==> config.mk <==
export PLATFORM = sky130hd
export DESIGN_NAME = piso_serializer
export DESIGN_NICKNAME = d
export VERILOG_FILES = /design/src/rtl/piso_pkg.sv /design/src/rtl/piso_bit_counter.sv /design/src/rtl/piso_serializer.sv
export SDC_FILE = /design/constraint.sdc
export NUM_CORES = 1
export LEC_CHECK = 0
export CORE_AREA = 2 2 39 41
export CTS_CLUSTER_SIZE = 20
export DETAILED_ROUTE_END_ITERATION = 6
export DIE_AREA = 0 0 41 43
export PLACE_DENSITY_LB_ADDON = 0.1
export SLEW_MARGIN = 0
export SYNTH_ARGS = -nofsm -noshare
export SYNTH_HDL_FRONTEND = slang
export SYNTH_SLANG_ARGS = --single-unit
==> constraint.sdc <==
create_clock -name clock -period 3.15 [get_ports clock]
set_clock_uncertainty 0.15 [all_clocks]
set_input_delay 0.7875 -clock clock [delete_from_list [all_inputs] [get_ports clock]]
set_output_delay 0.7875 -clock clock [all_outputs]
set_load 0.05 [all_outputs]
==> src/rtl/piso_pkg.sv <==
// Shared types and defaults for the parallel-in serial-out transmitter.
// Latency: n/a (types and constants only).
// Backpressure: n/a.
package piso_pkg;

    // Default word width when the parent does not override it.
    localparam int PISO_WIDTH_DEF = 4;

    // Transmitter FSM encoding. PARITY is only reachable in parity builds.
    typedef enum logic [1:0] {
        ST_IDLE   = 2'd0,
        ST_SHIFT  = 2'd1,
        ST_PARITY = 2'd2
    } state_t;

endpackage : piso_pkg

==> src/rtl/piso_bit_counter.sv <==
// Bit-index counter for one frame; flags the last data bit (count == WIDTH-1).
// Latency: count updates on the clock edge; terminal flag is combinational from the count.
// Backpressure: none; saturates at WIDTH-1 rather than wrapping past the frame.
module piso_bit_counter
    import piso_pkg::*;
#(
    parameter int WIDTH = PISO_WIDTH_DEF
) (
    input  logic i_clk,
    input  logic i_rst_n,
    input  logic i_clr,
    input  logic i_en,
    output logic o_tc
);

    localparam int CW = (WIDTH > 1) ? $clog2(WIDTH) : 1;
    localparam logic [CW-1:0] LAST = CW'(WIDTH - 1);

    logic [CW-1:0] r_count;
    logic          w_at_last;

    assign w_at_last = (r_count == LAST);

    // Clear wins over enable; holding at LAST keeps the index inside the frame.
    always_ff @(posedge i_clk or negedge i_rst_n) begin
        if (!i_rst_n) begin
            r_count <= '0;
        end else if (i_clr) begin
            r_count <= '0;
        end else if (i_en && !w_at_last) begin
            r_count <= r_count + CW'(1);
        end
    end

    assign o_tc = w_at_last;

endmodule : piso_bit_counter

==> src/rtl/piso_serializer.sv <==
// Parallel-in serial-out transmitter; optional even-parity trailer bit under PISO_PARITY_EN.
// Latency: first bit appears registered at the accept edge (0 cycles); frame is WIDTH (+1 parity) cycles.
// Backpressure: load_ready high in IDLE and in the final bit cycle of a frame, allowing gapless frames.
module piso_serializer
    import piso_pkg::*;
#(
    parameter int WIDTH     = PISO_WIDTH_DEF,
    parameter bit LSB_FIRST = 1'b1
) (
    input  logic             clock,
    input  logic             reset,
    input  logic             load_valid,
    output logic             load_ready,
    input  logic [WIDTH-1:0] data,
    output logic             serial_out,
    output logic             serial_valid,
    output logic             frame_start,
    output logic             busy
);

    state_t           r_state;
    state_t           w_state_nxt;

    logic [WIDTH-1:0] r_shift;
    logic             r_sout;
    logic             r_svld;
    logic             r_fstart;

    logic             w_tc;
    logic             w_accept;
    logic             w_load_ready;
    logic             w_cnt_clr;
    logic             w_cnt_en;
    logic             w_first_bit;
    logic             w_next_bit;
    logic [WIDTH-1:0] w_shift_nxt;

`ifdef PISO_PARITY_EN
    logic             r_parity;
`endif

    // Bit position counter inside the current frame.
    piso_bit_counter #(
        .WIDTH (WIDTH)
    ) u_bit_counter (
        .i_clk   (clock),
        .i_rst_n (reset),
        .i_clr   (w_cnt_clr),
        .i_en    (w_cnt_en),
        .o_tc    (w_tc)
    );

    // Bit selection depends only on transmit order: the first bit comes straight
    // from the incoming word, later bits from the neighbour of the current bit.
    assign w_first_bit = LSB_FIRST ? data[0]    : data[WIDTH-1];
    assign w_next_bit  = LSB_FIRST ? r_shift[1] : r_shift[WIDTH-2];
    assign w_shift_nxt = LSB_FIRST ? (r_shift >> 1) : (r_shift << 1);

    // State register.
    always_ff @(posedge clock or negedge reset) begin
        if (!reset) begin
            r_state <= ST_IDLE;
        end else begin
            r_state <= w_state_nxt;
        end
    end

    // Next state, handshake and counter control; a new accept overrides everything.
    always_comb begin
        w_state_nxt  = r_state;
        w_load_ready = 1'b0;
        w_cnt_clr    = 1'b0;
        w_cnt_en     = 1'b0;

        case (r_state)
            ST_IDLE: begin
                w_load_ready = 1'b1;
            end
            ST_SHIFT: begin
                if (w_tc) begin
                    w_cnt_clr = 1'b1;
`ifdef PISO_PARITY_EN
                    w_state_nxt = ST_PARITY;
`else
                    w_load_ready = 1'b1;
                    w_state_nxt  = ST_IDLE;
`endif
                end else begin
                    w_cnt_en = 1'b1;
                end
            end
`ifdef PISO_PARITY_EN
            ST_PARITY: begin
                w_load_ready = 1'b1;
                w_cnt_clr    = 1'b1;
                w_state_nxt  = ST_IDLE;
            end
`endif
            default: begin
                w_cnt_clr   = 1'b1;
                w_state_nxt = ST_IDLE;
            end
        endcase

        // Never advertise readiness while held in reset.
        w_load_ready = w_load_ready & reset;
        w_accept     = load_valid & w_load_ready;

        if (w_accept) begin
            w_state_nxt = ST_SHIFT;
            w_cnt_clr   = 1'b1;
            w_cnt_en    = 1'b0;
        end
    end

    // Shift register and registered serial outputs; idle drives zeros.
    always_ff @(posedge clock or negedge reset) begin
        if (!reset) begin
            r_shift  <= '0;
            r_sout   <= 1'b0;
            r_svld   <= 1'b0;
            r_fstart <= 1'b0;
        end else if (w_accept) begin
            r_shift  <= data;
            r_sout   <= w_first_bit;
            r_svld   <= 1'b1;
            r_fstart <= 1'b1;
        end else if (r_state == ST_SHIFT && !w_tc) begin
            r_shift  <= w_shift_nxt;
            r_sout   <= w_next_bit;
            r_fstart <= 1'b0;
`ifdef PISO_PARITY_EN
        end else if (r_state == ST_SHIFT) begin
            // Last data bit done: trailer carries the parity captured at accept.
            r_shift  <= '0;
            r_sout   <= r_parity;
            r_fstart <= 1'b0;
`endif
        end else begin
            r_shift  <= '0;
            r_sout   <= 1'b0;
            r_svld   <= 1'b0;
            r_fstart <= 1'b0;
        end
    end

`ifdef PISO_PARITY_EN
    // Even parity of the accepted word, held until the trailer bit.
    always_ff @(posedge clock or negedge reset) begin
        if (!reset) begin
            r_parity <= 1'b0;
        end else if (w_accept) begin
            r_parity <= ^data;
        end
    end
`endif

    assign load_ready   = w_load_ready;
    assign serial_out   = r_sout;
    assign serial_valid = r_svld;
    assign frame_start  = r_fstart;
    assign busy         = (r_state != ST_IDLE);

endmodule : piso_serializer

* Yosys cells after proc, flatten, opt, wreduce, memory -nomap -nowiden
Cells that the tools add are included.
Word-level totals: logic and storage cells 40, register bits 11, output and inout bits 5, bits in latches 0, bits in writable memories 0, memories kept 0, bits in read-only memories 0
Cells by class: div/mod/pow operators 0, $lt $le $gt $ge 0, equal/unequal tests 5, $add $sub $neg 1, shift operators 0, multiply operators 0, muxes and demuxes 19, bitwise operators 2, reductions and logical operators 7
Operator list (number):
- $mux 1 | 10
- $mux 2 | 4
- $mux 4 | 1
- $ne 2x2->1 const B | 2
- $pmux 1 s2 | 2
- $pmux 2 s2 | 1
- $reduce_bool 2->1 | 2
- $mux 3 | 1
- $ne 3x2->1 const B | 1
- $add 2x1->2 const B | 1
- $and 1x1->1 | 2
- $eq 2x1->1 const B | 1
- $eq 2x2->1 const B | 1
- $logic_and 1x1->1 | 2
- $logic_not 2->1 | 1
- $reduce_and 2->1 | 1
- $logic_not 1->1 | 1

* Logic depth before layout (Yosys ltp)
depth in word-level cells 9, mapped depth 4, gate-level depth less buffers 3

* By module
From an unflattened synthesis, not the netlist that was laid out.
Second synthesis, totals: cell total of the unflattened synthesis 37, area, all modules 422.9 µm²
Modules (own cells, without submodules):
- piso_serializer | times used 1, cells each 27, sequential area each 175.2 µm², area each 299.0 µm²
- piso_bit_counter | times used 1, cells each 10, sequential area each 50.0 µm², area each 123.9 µm²

* Worst setup path before layout
OpenSTA, ideal clock, no wires.
path kind register -> output, start point register r_state[0], end point output port load_ready, slack 1020 ps, buffers on the path 1, data arrival time 1193 ps, required time 2213 ps, cell stages (with the launch flop) 4, cells stage by stage dfrtp_1 -> nand2b_1 -> buf_6 -> and2_2
On the way: word-level cells in the longest chain between the ends 3
Ends and longest elaborated chain:
- from (decl) | RTL line piso_serializer.sv:21 | state_t r_state;
- from (signal assigned) | RTL line piso_serializer.sv:64 | r_state <= w_state_nxt;
- $eq 2x1->1 or $logic_not 2->1 (tied branches) | RTL line piso_serializer.sv:75 | case (r_state)
- $pmux 1 s2 * | RTL line piso_serializer.sv:75
- $and 1x1->1 * | RTL line piso_serializer.sv:106 | w_load_ready = w_load_ready & reset;
- to (decl) | RTL line piso_serializer.sv:13 | output logic load_ready,
Mark *: on every way between the ends. The rest lies on a longest branch, timed or not.

* Worst setup path after layout
start point register u_bit_counter.r_count[0], end point output port load_ready
On the way: word-level cells in the longest chain between the ends 4
Ends and longest elaborated chain:
- from (decl) | RTL line piso_bit_counter.sv:19 | logic [CW-1:0] r_count;
- from (signal assigned) | RTL line piso_bit_counter.sv:31 | r_count <= r_count + CW'(1);
- $eq 2x2->1 | RTL line piso_bit_counter.sv:22 | assign w_at_last = (r_count == LAST);
- $mux 1 | RTL line piso_serializer.sv:80 | if (w_tc) begin
- $pmux 1 s2 | RTL line piso_serializer.sv:75
- $and 1x1->1 | RTL line piso_serializer.sv:106
No other way between the ends.

==> out/qor.yml <==
first_pass_iters: 2
final_util_pct: 40.6
synth-warning-count: 0
irDropWorstVdd_uv: 297
fin_crit_ps: 2590
worstSetupPathType: "reg -> out"
max_freq_mhz: 387
drv.max_cap_violation_count: 0
status: "finished, final reports clean"
start_util_pct: 28.8
period_share_pct: 82.1
syn_inst: 30
grt_max_degree: 15
worst_pin_slew_ps: 490
die_y_um: 43
avgSynthCellArea_um2: 13.3
cts.sinks: 9
ctsHoldBuffers: 0
cts_resized: 0
ys_seq_area_share_pct: 56.4
insertion_delay_ps: 250
r2r_slack_ps: 1580
io_pins: 12
gp_congestion: 0.675
clkTransAtPathRegs_ps: 60
reg2reg_to: "serial_valid$_DFFE_PN0P_"
hold_viol_final: 0
holdPathStages: 1
r2r-start: "u_bit_counter.r_count[0]$_DFFE_PN0P_"
rsz0062_at_grt: "false"
overflow: 0
yosys.area_share.simple_pct: 16.9
clk_path_buf_depth: 2
syn_area_um2: 399
routed_wl_um: 657
hp-start: "r_shift[2]$_DFF_PN0_"
cts_tree: "done"
antenna_found_initial: 0
ff2ff_path_depth: 3
drive_gt1_share_pct: 26.7
design_area_um2: 562
cts_buffers: 3
wl_per_cell_um: 10.8
grt_pass1_wl_mm: 1.11
die_w_um: 41
setup_tns_ps: 0
grtUsageTotal_pct: 9.88
synth_mux_area_share_pct: 15.0
antenna_cells: 0
regArea_um2: 225
synth-seq-cells: 9
num_rows: 14
cp-start-kind: "register"
nets: 54
multi_input_area_um2: 155
synth.distinct_cells: 13
synth_compound_area_share_pct: 3.76
arrival_ps: 1650
mostFrequentLayoutCell: "clkdlybuf4s50_1"
cp_max_fo: 10
cts_max_level: 1
dpl_cell_area_um2: 536
cp-end-kind: "output pin"
postCtsSetupRepairBufs: 0
hold_class: "reg -> reg"
synth_xor_area_share_pct: 0
p_total_uw: 521
syn_to_final_growth_pct: 40.8
nFillCells: 144
hold_end: "r_shift[1]$_DFF_PN0_"
drc: 0
ant_nets: 0
dieArea_um2: 1760
synth_fp_nets: 38
synth_top_family_by_area: "simple AND/OR/NAND/NOR gates"
grt_pass1_vias: 274
vias_per_cell: 4.54
slew_violations: 0
slew_headroom_pct: 67.2
synthAdderAreaFrac_pct: 3.13
power_density_nw_per_um2: 928
final_cell_mix: "clkdlybuf4s50_1 (10), dfrtp_1 (9), mux2_4 (4)"
core_um2: 1380
drtIter0Drc: 1
dp_hpwl_um: 483
portBuffers: 11
setup_viol: 0
clockRootBuffer: "clkbuf_4"
cp.required_ps: 2210
via_count: 277
p_leak_uw: 0.000275
[cell usage after synthesis]
master	instances	area share, %
inv_1	2	1.9
buf_6	1	2.8
ha_1	1	3.1
nand2_1	2	1.9
o32ai_1	1	2.2
mux2_4	4	15
dfrtp_1	9	56
and2_2	2	3.8
o22ai_1	1	1.6
and3_2	1	1.9
nand2b_1	2	3.1
and3_1	3	4.7
and2_1	1	1.6
[per-layer routing]
| layer | GRT usage, % | wire, um | share of wire (%) |
|---|---|---|---|
| met1 | 12.5 | 276 | 42 |
| met2 | 12.2 | 316 | 48 |
| met3 | 3.14 | 54 | 8.2 |
| met4 | 10.0 | 10 | 1.5 |
| met5 | 0 | 0 | 0 |
[worst max-delay path, stage by stage, from the launching register on]
cell and delay, ps:
dfrtp_1 400, ha_1 190, nand2b_1 340, and2_2 320, buf_12 150
[metrics by stage]
stage                     setup slack (ps)  hold WS (ps)  instances
after floorplan                       1020           308         30
after global placement                 649           312         57
after detailed placement               653           326         57
after CTS                              526           340         61
after global routing                   451           353         61
final                                  564           338         61
[sequential cells by signal, indices dropped and copies added (netlist names)]
| name | flops |
|---|---|
| frame_start | 1 |
| serial_out | 1 |
| r_shift | 3 |
| u_bit_counter.r_count | 2 |
| r_state | 1 |
| serial_valid | 1 |
[kinds of logic after synthesis]
family / after synthesis
buf+inv: 3
compound gates: 2
fa+ha+maj: 1
mux: 4
flops: 9
simple gates: 11
[how the worst max path moves through the flow]
| stage | start | endpoint | slack (ps) | cells after the start |
|---|---|---|---|---|
| after floorplan | r_state[0]$_DFFE_PN0P_ | load_ready | 1020 | 3 |
| after global placement | reset | load_ready | 650 | 3 |
| after detailed placement | reset | load_ready | 650 | 3 |
| after CTS | u_bit_counter.r_count[0]$_DFFE_PN0P_ | load_ready | 530 | 4 |
| after global routing | u_bit_counter.r_count[0]$_DFFE_PN0P_ | load_ready | 450 | 4 |
| final | u_bit_counter.r_count[0]$_DFFE_PN0P_ | load_ready | 560 | 4 |
[layout make-up]
type | instances | area share [%]
clock buffers | 4 | 4.68
multi-input cells | 18 | 27.6
repair buffers | 12 | 22.7
well taps | 16 | 3.56
inverters | 2 | 1.34
flip-flops and latches | 9 | 40.1
[where the power goes]
group          leakage, uW  switching [uW]  internal (uW)
sequential        0.000116            21.8            154
clock            0.0000150            37.9           48.7
combinational     0.000144             145            114
total             0.000275             205            317
Note: power is estimated with default switching activity, not from simulation.
